**src/rtl/mmio_pkg.sv**
```systemverilog
// MMIO controller shared definitions.
// Register offsets, status bit layout and helpers.
package mmio_pkg;

  localparam logic [7:0] OFF_STATUS  = 8'h00;
  localparam logic [7:0] OFF_RXDATA  = 8'h04;
  localparam logic [7:0] OFF_TXDATA  = 8'h08;
  localparam logic [7:0] OFF_CYCLE   = 8'h10;
  localparam logic [7:0] OFF_INSTRET = 8'h14;
  localparam logic [7:0] OFF_CNTRST  = 8'h18;

  localparam int STAT_TX_RDY_BIT = 0;
  localparam int STAT_RX_FUL_BIT = 1;

  function automatic logic [31:0] status_word(
    input logic rx_full,
    input logic tx_full
  );
    logic [31:0] s;
    s = '0;
    s[STAT_RX_FUL_BIT] = rx_full;
    s[STAT_TX_RDY_BIT] = !tx_full;
    return s;
  endfunction

endpackage

```
**src/rtl/mmio_fifo.sv**
```systemverilog
// Synchronous FIFO with wrap-bit pointers.
// Push is refused when full, pop when empty.
module mmio_fifo #(
  parameter int W     = 8,
  parameter int DEPTH = 4
) (
  input  logic         clk,
  input  logic         rst,
  input  logic         push,
  input  logic [W-1:0] wdata,
  input  logic         pop,
  output logic [W-1:0] rdata,
  output logic         full,
  output logic         empty
);

  localparam int AW = $clog2(DEPTH);

  logic [W-1:0] mem_q [DEPTH];
  logic [AW:0]  wr_ptr_q, wr_ptr_d;
  logic [AW:0]  rd_ptr_q, rd_ptr_d;
  logic         push_ok, pop_ok;

  assign empty = (wr_ptr_q == rd_ptr_q);
  assign full  = (wr_ptr_q[AW] != rd_ptr_q[AW]) &&
                 (wr_ptr_q[AW-1:0] == rd_ptr_q[AW-1:0]);
  assign push_ok = push && !full;
  assign pop_ok  = pop && !empty;
  assign rdata   = mem_q[rd_ptr_q[AW-1:0]];

  always_comb begin
    wr_ptr_d = wr_ptr_q;
    rd_ptr_d = rd_ptr_q;
    if (push_ok) wr_ptr_d = wr_ptr_q + 1'b1;
    if (pop_ok)  rd_ptr_d = rd_ptr_q + 1'b1;
  end

  always_ff @(posedge clk or negedge rst) begin
    if (!rst) begin
      wr_ptr_q <= '0;
      rd_ptr_q <= '0;
    end else begin
      wr_ptr_q <= wr_ptr_d;
      rd_ptr_q <= rd_ptr_d;
    end
  end

  always_ff @(posedge clk) begin
    if (push_ok) mem_q[wr_ptr_q[AW-1:0]] <= wdata;
  end

endmodule

```
**src/rtl/mmio_ctrl.sv**
```systemverilog
// Memory-mapped UART, cycle and instret counters
// hanging off the CPU memory stage.
module mmio_ctrl
  import mmio_pkg::*;
#(
  parameter int          TX_DEPTH  = 4,
  parameter logic [31:0] MMIO_BASE = 32'h8000_0000
) (
  input  logic        clk,
  input  logic        rst,
  input  logic [31:0] addr,
  input  logic        re,
  input  logic        we,
  input  logic [31:0] wdata,
  input  logic        inst_retire,
  output logic [31:0] rdata,
  output logic        rvalid,
  output logic        stall,
  input  logic [7:0]  uart_rx_data,
  input  logic        uart_rx_valid,
  output logic        uart_rx_ready,
  output logic [7:0]  uart_tx_data,
  output logic        uart_tx_valid,
  input  logic        uart_tx_ready
);

  logic [31:0] rdata_q, rdata_d;
  logic        rvalid_q, rvalid_d;
  logic        rx_full_q, rx_full_d;
  logic [7:0]  rx_byte_q, rx_byte_d;
  logic [31:0] cyc_q, cyc_d;
  logic [31:0] ins_q, ins_d;

  logic        in_region;
  logic [7:0]  off;
  logic        wr_tx, push, pop;
  logic        tx_full, tx_empty;
  logic        rd_fire, cnt_clr;
  logic [31:0] rd_val;
  logic        unused_bits;

  assign in_region = (addr[31:28] == MMIO_BASE[31:28]);
  assign off       = addr[7:0];
  assign unused_bits = ^{addr[27:8], wdata[31:8]};

  // A full FIFO stalls the store; the push lands once a slot frees.
  assign wr_tx   = we && in_region && (off == OFF_TXDATA);
  assign stall   = wr_tx && tx_full;
  assign push    = wr_tx && !tx_full;
  assign pop     = uart_tx_valid && uart_tx_ready;
  assign rd_fire = re && in_region && !stall;
  assign cnt_clr = we && in_region && (off == OFF_CNTRST);

  assign uart_tx_valid = !tx_empty;
  assign uart_rx_ready = !rx_full_q;
  assign rdata         = rdata_q;
  assign rvalid        = rvalid_q;

  mmio_fifo #(
    .W     (8),
    .DEPTH (TX_DEPTH)
  ) u_txq (
    .clk   (clk),
    .rst   (rst),
    .push  (push),
    .wdata (wdata[7:0]),
    .pop   (pop),
    .rdata (uart_tx_data),
    .full  (tx_full),
    .empty (tx_empty)
  );

  always_comb begin
    rd_val = '0;
    unique case (1'b1)
      off == OFF_STATUS:  rd_val = status_word(rx_full_q, tx_full);
      off == OFF_RXDATA:  rd_val = rx_full_q ? {24'b0, rx_byte_q} : '0;
      off == OFF_CYCLE:   rd_val = cyc_q;
      off == OFF_INSTRET: rd_val = ins_q;
      default:            rd_val = '0;
    endcase
  end

  always_comb begin
    rdata_d   = rd_fire ? rd_val : rdata_q;
    rvalid_d  = rd_fire;
    rx_full_d = rx_full_q;
    rx_byte_d = rx_byte_q;
    if (rd_fire && (off == OFF_RXDATA) && rx_full_q) rx_full_d = 1'b0;
    if (uart_rx_valid && uart_rx_ready) begin
      rx_full_d = 1'b1;
      rx_byte_d = uart_rx_data;
    end
    cyc_d = cnt_clr ? '0 : cyc_q + 32'd1;
    ins_d = cnt_clr ? '0 : ins_q + {31'b0, inst_retire};
  end

  always_ff @(posedge clk or negedge rst) begin
    if (!rst) begin
      rdata_q   <= '0;
      rvalid_q  <= 1'b0;
      rx_full_q <= 1'b0;
      rx_byte_q <= '0;
      cyc_q     <= '0;
      ins_q     <= '0;
    end else begin
      rdata_q   <= rdata_d;
      rvalid_q  <= rvalid_d;
      rx_full_q <= rx_full_d;
      rx_byte_q <= rx_byte_d;
      cyc_q     <= cyc_d;
      ins_q     <= ins_d;
    end
  end

endmodule

```
**config.mk**
```make
export PLATFORM = sky130hd
export DESIGN_NAME = mmio_ctrl
export DESIGN_NICKNAME = d
export VERILOG_FILES = /design/src/rtl/mmio_pkg.sv /design/src/rtl/mmio_fifo.sv /design/src/rtl/mmio_ctrl.sv
export SDC_FILE = /design/constraint.sdc
export NUM_CORES = 1
export LEC_CHECK = 0
export ABC_AREA = 1
export CAP_MARGIN = 30
export CORE_MARGIN = 2
export CORE_UTILIZATION = 58
export CTS_CLUSTER_DIAMETER = 60
export CTS_CLUSTER_SIZE = 25
export DETAILED_ROUTE_END_ITERATION = 7
export GPL_ROUTABILITY_DRIVEN = 0
export GPL_TIMING_DRIVEN = 0
export HOLD_SLACK_MARGIN = 0.12
export PLACE_DENSITY = 0.86
export SLEW_MARGIN = 20
export SYNTH_ARGS = -nofsm -noshare
export SYNTH_HDL_FRONTEND = slang
export SYNTH_HIERARCHICAL = 1
export SYNTH_SLANG_ARGS = --single-unit
```
**constraint.sdc**
```tcl
create_clock -name clk -period 3.8 [get_ports clk]
set_input_delay 0.57 -clock clk [delete_from_list [all_inputs] [get_ports clk]]
set_output_delay 0.57 -clock clk [all_outputs]
set_load 0.05 [all_outputs]
```
* Word-level counts from Yosys, hierarchy flattened *
Memories as Yosys holds them, arrays and structs flattened.
Cells that the tools add are included.
Widths: inputs -> output; s select.

storage, ports and cells
  flip-flop bits (word level) = 112
  logic and storage cells = 50
  input port bits = 79
  memories = 1
  bits in writable memories = 32

cells by class
  add/subtract/negate cells = 4
  mux-type cells = 8
  equal/unequal tests = 9
  reductions and logical operators = 20

memories
  name         depth  width  rd ports  clocked after memory_dff  wr ports  RTL line         source
  u_txq.mem_q  4      8      1         0                         1         mmio_fifo.sv:19  logic [W-1:0] mem_q [DEPTH];

operators by type and width
  operator               count
  $pmux 32 s4            1
  $mux 32                2
  $add 32x1->32          1
  $add 32x1->32 const B  1
  $eq 8x5->1 const B     3
  $logic_and 1x1->1      14
  $eq 8x3->1 const B     1
  $eq 8x4->1 const B     1
  $logic_not 8->1        1
  $mux 8                 1
  $add 3x1->3 const B    2
  $eq 4x4->1 const B     1
  $logic_not 1->1        4
  $mux 1                 4
  $eq 3x3->1             1
  $eq 2x2->1             1
  $reduce_bool 2->1      1
  $ne 1x1->1             1

* Depth between registers and ports, before layout *
Gate-level depths: netlist (run 1).

  depth after elaboration = 10
  gate-level depth with buffers = 12
  gate-level depth less buffers = 12

* By module *
Netlist (run 1), hierarchy kept.

by module, submodules not included
  module     seq. area each (µm²)  cells each  area each (µm²)  instances
  mmio_ctrl  2652.5                877         6014.5           1
  mmio_fifo  1111.1                138         1631.6           1

* Least setup slack after synthesis (run 1) *
Ideal clock, no wire load.

  path type = register -> output
  start = register u_txq.rd_ptr_q[0]
  end = output port stall
  setup slack = 1.586 ns
  arrival = 1.644 ns
  path buffers = 1
  cell stages (with the launch flop) = 7
  cell sequence = dfrtp_1 buf_6 xnor2_2 nand3_2 inv_1 inv_1 nor2_1

on the way
  cells in the longest elaborated chain, start to end = 3

ends and longest elaborated chain
  element                   RTL line         source
  start: declaration        mmio_fifo.sv:21  logic [AW:0] rd_ptr_q, rd_ptr_d;
  start signal: assignment  mmio_fifo.sv:44  rd_ptr_q <= rd_ptr_d;
  $eq 2x2->1                mmio_fifo.sv:26  (wr_ptr_q[AW-1:0] == rd_ptr_q[AW-1:0]);
  $logic_and 1x1->1         mmio_fifo.sv:25  assign full = (wr_ptr_q[AW] != rd_ptr_q[AW]) &&
  net tx_full               mmio_ctrl.sv:37  logic tx_full, tx_empty;
  $logic_and 1x1->1         mmio_ctrl.sv:48  assign stall = wr_tx && tx_full;
  end: declaration          mmio_ctrl.sv:18  output logic stall,

The timed path passes the listed nets, and every way through them passes these cells.

* Final worst setup path (run 1) *
  start = register u_txq.rd_ptr_q[1]
  end = output port stall

Same word-level chain as after synthesis.

==> results of run 1 <==
-- path summary, 6_finish.rpt --
kind | depth (start not counted) | endpoint
worst max register to register | 8 | u_txq/mem_q[0][5]
max in group asynchronous | 3 | cyc_q[29]
worst min register to register | 2 | rdata[16]
worst max-delay path | 8 | stall
min in group asynchronous | 2 | rx_byte_q[0]
worst min-delay path | 2 | rdata[16]
-- worst max-delay path, delay by kind of cell (launching register included) --
kind	cells	cell delay, ns
buf+inv	4	1.31
simple gates	4	0.47
flops	1	0.41
-- layer usage --
| layer | vias to the layer above | global-route usage [%] | share of wire [%] |
|---|---|---|---|
| met3 | 51 | 6.37 | 8.0 |
| met5 | - | 0 | 0 |
| met1 | 3212 | 37.0 | 41 |
| met4 | 0 | 12.4 | 2.9 |
| met2 | 308 | 48.5 | 48 |
| li1 | 3415 | - | - |
-- sequential cells by signal, summed over array words and instances (netlist names) --
name,count
cyc_q,32
ins_q,32
rdata,32
u_txq/mem_q,32
rx_byte_q,8
u_txq/rd_ptr_q,3
u_txq/wr_ptr_q,3
rvalid,1
rx_full_q,1
-- cells in the final DEF (no fill, tap or decap), types with 6 or more instances in the layout --
| cell type | n |
|---|---|
| nand3_1 | 86 |
| clkdlybuf4s50_1 | 77 |
| nand2_1 | 334 |
| o22ai_1 | 8 |
| nand2_2 | 8 |
| o21ai_0 | 47 |
| nor2_1 | 177 |
| nor3_1 | 12 |
| clkbuf_16 | 17 |
| dfrtp_1 | 112 |
| nor2_2 | 10 |
| a21oi_1 | 17 |
| buf_2 | 22 |
| nor2_4 | 7 |
| nand4_1 | 6 |
| inv_1 | 94 |
| edfxtp_1 | 32 |
| ha_1 | 8 |
| mux2_2 | 8 |
| xor2_1 | 8 |
-- power groups by stage --
stage                     logic (mW)  clock network [mW]  registers, mW
after floorplan                0.295                   0           1.81
after global placement         0.418                   0           1.84
after detailed placement       0.439                   0           1.84
after CTS                      0.446                1.62           1.82
after global routing           0.511                1.68           1.84
final                          0.448                1.61           1.83
-- layout make-up --
cell class | count | share of cell area [%]
Timing Repair Buffer | 80 | 8.86
Buffer | 28 | 1.60
Sequential cell | 144 | 40.7
Clock buffer | 18 | 4.64
Clock inverter | 14 | 1.54
Tap cell | 172 | 2.33
Inverter | 96 | 3.89
Multi-Input combinational cell | 747 | 36.5
-- cells in the mapped netlist, types with 3 or more instances --
cell / n
ha_1: 8
nand2_1: 334
o21ai_0: 47
dfrtp_1: 112
a21oi_1: 17
edfxtp_1: 32
nand4_1: 6
nor3_1: 12
mux2_2: 8
inv_1: 94
nor2_4: 7
nand3_1: 86
buf_2: 22
nor2_2: 10
clkbuf_1: 3
nand2_2: 8
nor2_1: 177
xor2_1: 8
xnor2_1: 3
o22ai_1: 8
-- metrics by stage --
stage          TNS, ns  cell area (µm²)  hold slack (ns)  setup slack (ns)
2_1_floorplan        0             7650            0.274              1.59
3_3_place_gp   -228.88             8640            0.463             -2.05
3_5_place_dp         0             8670            0.465             0.742
4_1_cts              0             9250            0.481             0.637
5_1_grt              0             9250            0.497             0.472
6_report             0             9250            0.479             0.616
-- cells by family (layout without fill, tap and decap cells) --
kind of cell	Yosys count	after routing	share of synthesized area, %
simple gates	647	647	35.3
flops	144	144	49.2
xor+xnor	12	12	1.47
compound gates	72	72	4.84
mux	8	8	1.18
buf+inv	124	236	6.64
fa+ha+maj	8	8	1.31
-- repair_timing --
item	in CTS	in global routing
hold buffers	1	0
buffers inserted	0	0
endpoints found under the hold margin	30	0
==> flow_summary_export.csv, run 1 <==
group,metric,value,unit
outcome,run_status,"completed",
sta,final-max-slew-violation-count,0,
power,intPower,2.81,mW
power,combPwrFrac,11.5,%
sta,fin_skew,0.00814,ns
floorplan,start_util,60.1,%
critical_path,arrival,2.61,ns
critical_path,cp_max_fo,9,
detailed_routing,avgRoutedWirePerCell,14.9,µm
yosys,postSynthCellCount,1015,
finish,fin_cells,1299,
power,switching_share,27.6,%
power,switchingPower,1.07,mW
sta,min_period_over_period,83.8,%
critical_path,crit_required,3.23,ns
grt,grt_max_degree,83,
placement,dp_cells,1266,
critical_path,critPathSlowestCell,"clkdlybuf4s50_1",
critical_path,worstSetupStartpointType,"flip-flop",
floorplan,row_count,41,
clock_network,cts_resized,0,
detailed_routing,drtIter0Drc,643,
sta,hold_viol,0,
finish,final_nets,1201,
job,max-cap-violations,0,
grt,grt_pass1_wl,32500,µm
finish,seq_area,3760,µm²
clock_network,clock-sinks,144,
grt,first_global_vias,6866,
detailed_routing,via_per_inst,5.38,
clock_network,path_clk_slew,0.06,ns
yosys,async_flop_share,77.8,%
finish,drive_gt1_share,8.70,%
power,total_power,3.88,mW
power,power_density,420,nW/µm²
floorplan,die_area,14100,µm²
critical_path,crit_start,"u_txq/rd_ptr_q[1]",
yosys,synth.ff_latch_count,144,
finish,diodes,0,
yosys,netlist_area,7650,µm²
floorplan,dieHeight,119,µm
clock_network,cts-buffers-inserted,17,
critical_path,reg2reg_from,"u_txq/rd_ptr_q[1]",
sta,grt_setup_unrepaired,"no",
yosys,yosysTopAreaCellShare,36.7,%
clock_network,cts_tree,"yes",
sta,slew_headroom,45.9,%
placement,hpwl,13900,µm
critical_path,cpPeakStageDelay,0.82,ns
critical_path,ff2ff_setup_slack,1.34,ns
power,leakage,4.49,nW
hold_path,hp-start,"rdata[16]",
yosys,ys.flop_type,"dfrtp_1",
floorplan,core-area,12700,µm²
detailed_routing,vias,6986,
detailed_routing,first_pass_iters,5,
sta,fmax,314,MHz
yosys,seq_area_frac_synth,49.2,%
grt,grt.total_usage,29.2,%
yosys,synth_edf_count,32,
detailed_routing,wirelength,19300,µm
critical_path,cp-end-kind,"output pin",
yosys,yosysTopAreaCell,"dfrtp_1",
finish,multiInputGateArea,3370,µm²
power,power_frac_clock,41.4,%
floorplan,io-pin-count,123,
yosys,yosysWarnings,6,
power,irDropWorstVdd,0.345,mV
floorplan,die_w,119,µm
detailed_routing,ant_nets,0,
critical_path,criticalPathCategory,"flip-flop to output pin",
placement,port-buffer-count,78,
sta,min_period,3.18,ns
yosys,synthTopCellsByArea,"dfrtp_1, nand2_1, edfxtp_1, nor2_1, nand3_1",
clock_network,cts_buffer_depth,2,
yosys,synth_area_per_cell,7.53,µm²
yosys,synth_nets,1102,
critical_path,cp_cell_sequence,"inv_1 -> nand2_1 -> nand2_1 -> nand3_2 -> inv_1 -> inv_1 -> nor2_1 -> clkdlybuf4s50_1",
finish,area_delta_synth_final,21.0,%
clock_network,clk_latency,0.42,ns
finish,final_util,72.7,%
finish,n_fill_cell,1010,
power,power_frac_seq,47.0,%
critical_path,critical_path.most_common_cell,"inv_1",
sta,final-setup-viol-count,0,
clock_network,cts-htree-levels,4,
clock_network,cts-root-buf,"clkbuf_16",
sta,worst_pin_slew,0.808,ns
hold_path,hold_path.class,"flip-flop to flip-flop",
grt,overflow,0,
detailed_routing,drc_errors,0,
yosys,ys_types,30,
grt,antenna_found_initial,0,
No activity file was read; power rests on OpenSTA's default activity.
==> run 2, diff against run 1 <==
Settings changed: CORE_UTILIZATION 58 to 49, PLACE_DENSITY 0.86 to 0.77.
Clock period 3.8 ns to 2.6 ns, I/O delays scaled along.
==> flow_summary_export.csv, run 2 (synthesis gave the netlist of run 1 again) <==
group,metric,value,unit
outcome,run_status,"completed",
finish,drive_gt1_share,9.85,%
finish,area_delta_synth_final,20.9,%
clock_network,cts_buffer_depth,2,
clock_network,clock-sinks,144,
sta,grt_setup_unrepaired,"no",
finish,final_cell_mix,"nand2_1, nor2_1, dfrtp_1, inv_1, nand3_1",
placement,hpwl,14000,µm
critical_path,crit_required,2.21,ns
floorplan,io-pin-count,123,
sta,final-max-slew-violation-count,0,
power,switching_share,28.8,%
grt,grt_max_degree,66,
detailed_routing,wirelength,19100,µm
critical_path,cp_max_fo,10,
floorplan,core-area,15200,µm²
power,power_density,616,nW/µm²
grt,grt_pass1_wl,31100,µm
floorplan,die_w,129,µm
finish,final_nets,1201,
sta,fin_skew,0.00733,ns
power,power_frac_seq,46.8,%
critical_path,worstSetupStartpointType,"flip-flop",
detailed_routing,drc_errors,0,
power,intPower,4.05,mW
detailed_routing,avgRoutedWirePerCell,14.5,µm
sta,min_period,2.48,ns
placement,post_dp_cell_area,8690,µm²
sta,final-setup-viol-count,0,
detailed_routing,via_per_inst,5.17,
sta,fmax,403,MHz
critical_path,criticalPathCategory,"flip-flop to output pin",
critical_path,cpPeakStageDelay,0.41,ns
finish,final_util,60.8,%
power,switchingPower,1.64,mW
power,power_frac_clock,42.0,%
clock_network,cts_tree,"yes",
detailed_routing,vias,6802,
job,max-cap-violations,0,
critical_path,cp_cell_sequence,"buf_6 -> inv_1 -> buf_4 -> nor2_1 -> o22ai_1 -> clkdlybuf4s18_2",
placement,dp_cells,1282,
grt,overflow,0,
floorplan,die_area,16600,µm²
grt,first_global_vias,6375,
sta,hold_viol,0,
clock_network,cts-htree-levels,4,
floorplan,dieHeight,129,µm
detailed_routing,ant_nets,0,
power,total_power,5.69,mW
sta,min_period_over_period,95.3,%
clock_network,path_clk_slew,0.07,ns
clock_network,cts-root-buf,"clkbuf_16",
power,combPwrFrac,11.2,%
sta,worst_pin_slew,0.565,ns
finish,mostFrequentLayoutCell,"nand2_1",
clock_network,cts-buffers-inserted,17,
critical_path,arrival,2.09,ns
critical_path,critPathSlowestCell,"dfrtp_1",
placement,port-buffer-count,78,
sta,slew_headroom,62.2,%
power,leakage,4.51,nW
floorplan,start_util,50.3,%
power,irDropWorstVdd,0.520,mV
placement,dp_slack,-0.260,ns
clock_network,clk_latency,0.44,ns
critical_path,cp-end-kind,"output pin",
grt,antenna_found_initial,0,
finish,stdcell_area,9240,µm²
grt,grt.total_usage,24.4,%
finish,diodes,0,
detailed_routing,first_pass_iters,7,
finish,fin_cells,1315,
floorplan,row_count,45,
detailed_routing,drtIter0Drc,576,
hold_path,hold_path.class,"input pin to async pin",
sta,whs,0.450,ns
sta,fin_setup_tns,0,ns
sta,fin_ws,0.122,ns
run 2: cell count changes in the layout (fill, tap and decap cells not counted), sizes merged:
cell / previous run / this run
buf: 27 / 28
bufinv: 2 / 1
clkbuf: 21 / 28
clkdlybuf4s18: 0 / 1
clkdlybuf4s50: 77 / 67
clkinv: 9 / 4
clkinvlp: 3 / 1
dlygate4sd2: 0 / 1
inv: 96 / 104
run 2: cell type report:
cell class                 count  area, µm²
sequential                   144       3760
tap                          188        235
clock buffer                  18        429
multi-input combinational    747       3380
inverter                      96        360
timing repair buffer          80        778
fill                        1365       5960
clock inverter                14        146
buffer                        28        148
run 2: worst max-delay path: cells and delay by family (launching register included):
family	cells	cell delay, ns
compound gates	1	0.21
buf+inv	4	0.97
simple gates	1	0.06
flops	1	0.41
run 2: worst paths after layout:
| path | startpoint | to | slack, ns | cells past startpoint |
|---|---|---|---|---|
| min | rst | rx_byte_q[0] | 0.45 | 2 |
| min in group clk | rdata[20] | rdata[20] | 0.48 | 2 |
| max | u_txq/rd_ptr_q[0] | uart_tx_data[4] | 0.12 | 6 |
| max reg2reg | u_txq/rd_ptr_q[1] | u_txq/mem_q[3][4] | 0.31 | 10 |
| max in group asynchronous | rst | cyc_q[17] | 1.47 | 3 |
| min reg2reg | rdata[20] | rdata[20] | 0.48 | 2 |
run 2: per-layer routing:
metal | share of wire [%] | global-route usage, %
met5 | 0 | 0
met4 | 1.8 | 8.95
met3 | 6.7 | 4.32
met2 | 48 | 39.5
met1 | 44 | 33.1
run 2: power by group through the flow:
| stage | clock [mW] | combinational, mW | sequential (mW) |
|---|---|---|---|
| 2_1_floorplan | 0 | 0.431 | 2.65 |
| 3_3_place_gp | 0 | 0.615 | 2.69 |
| 3_5_place_dp | 0 | 0.635 | 2.69 |
| 4_1_cts | 2.42 | 0.638 | 2.65 |
| 5_1_grt | 2.53 | 0.731 | 2.69 |
| 6_report | 2.39 | 0.639 | 2.66 |
run 2: repair_timing:
action,CTS,global route
setup buffers,0,0
hold buffers,1,0
resized for setup,17,18
endpoints found under the hold margin,47,0
endpoints found under the setup margin,10,33
gates cloned,0,0
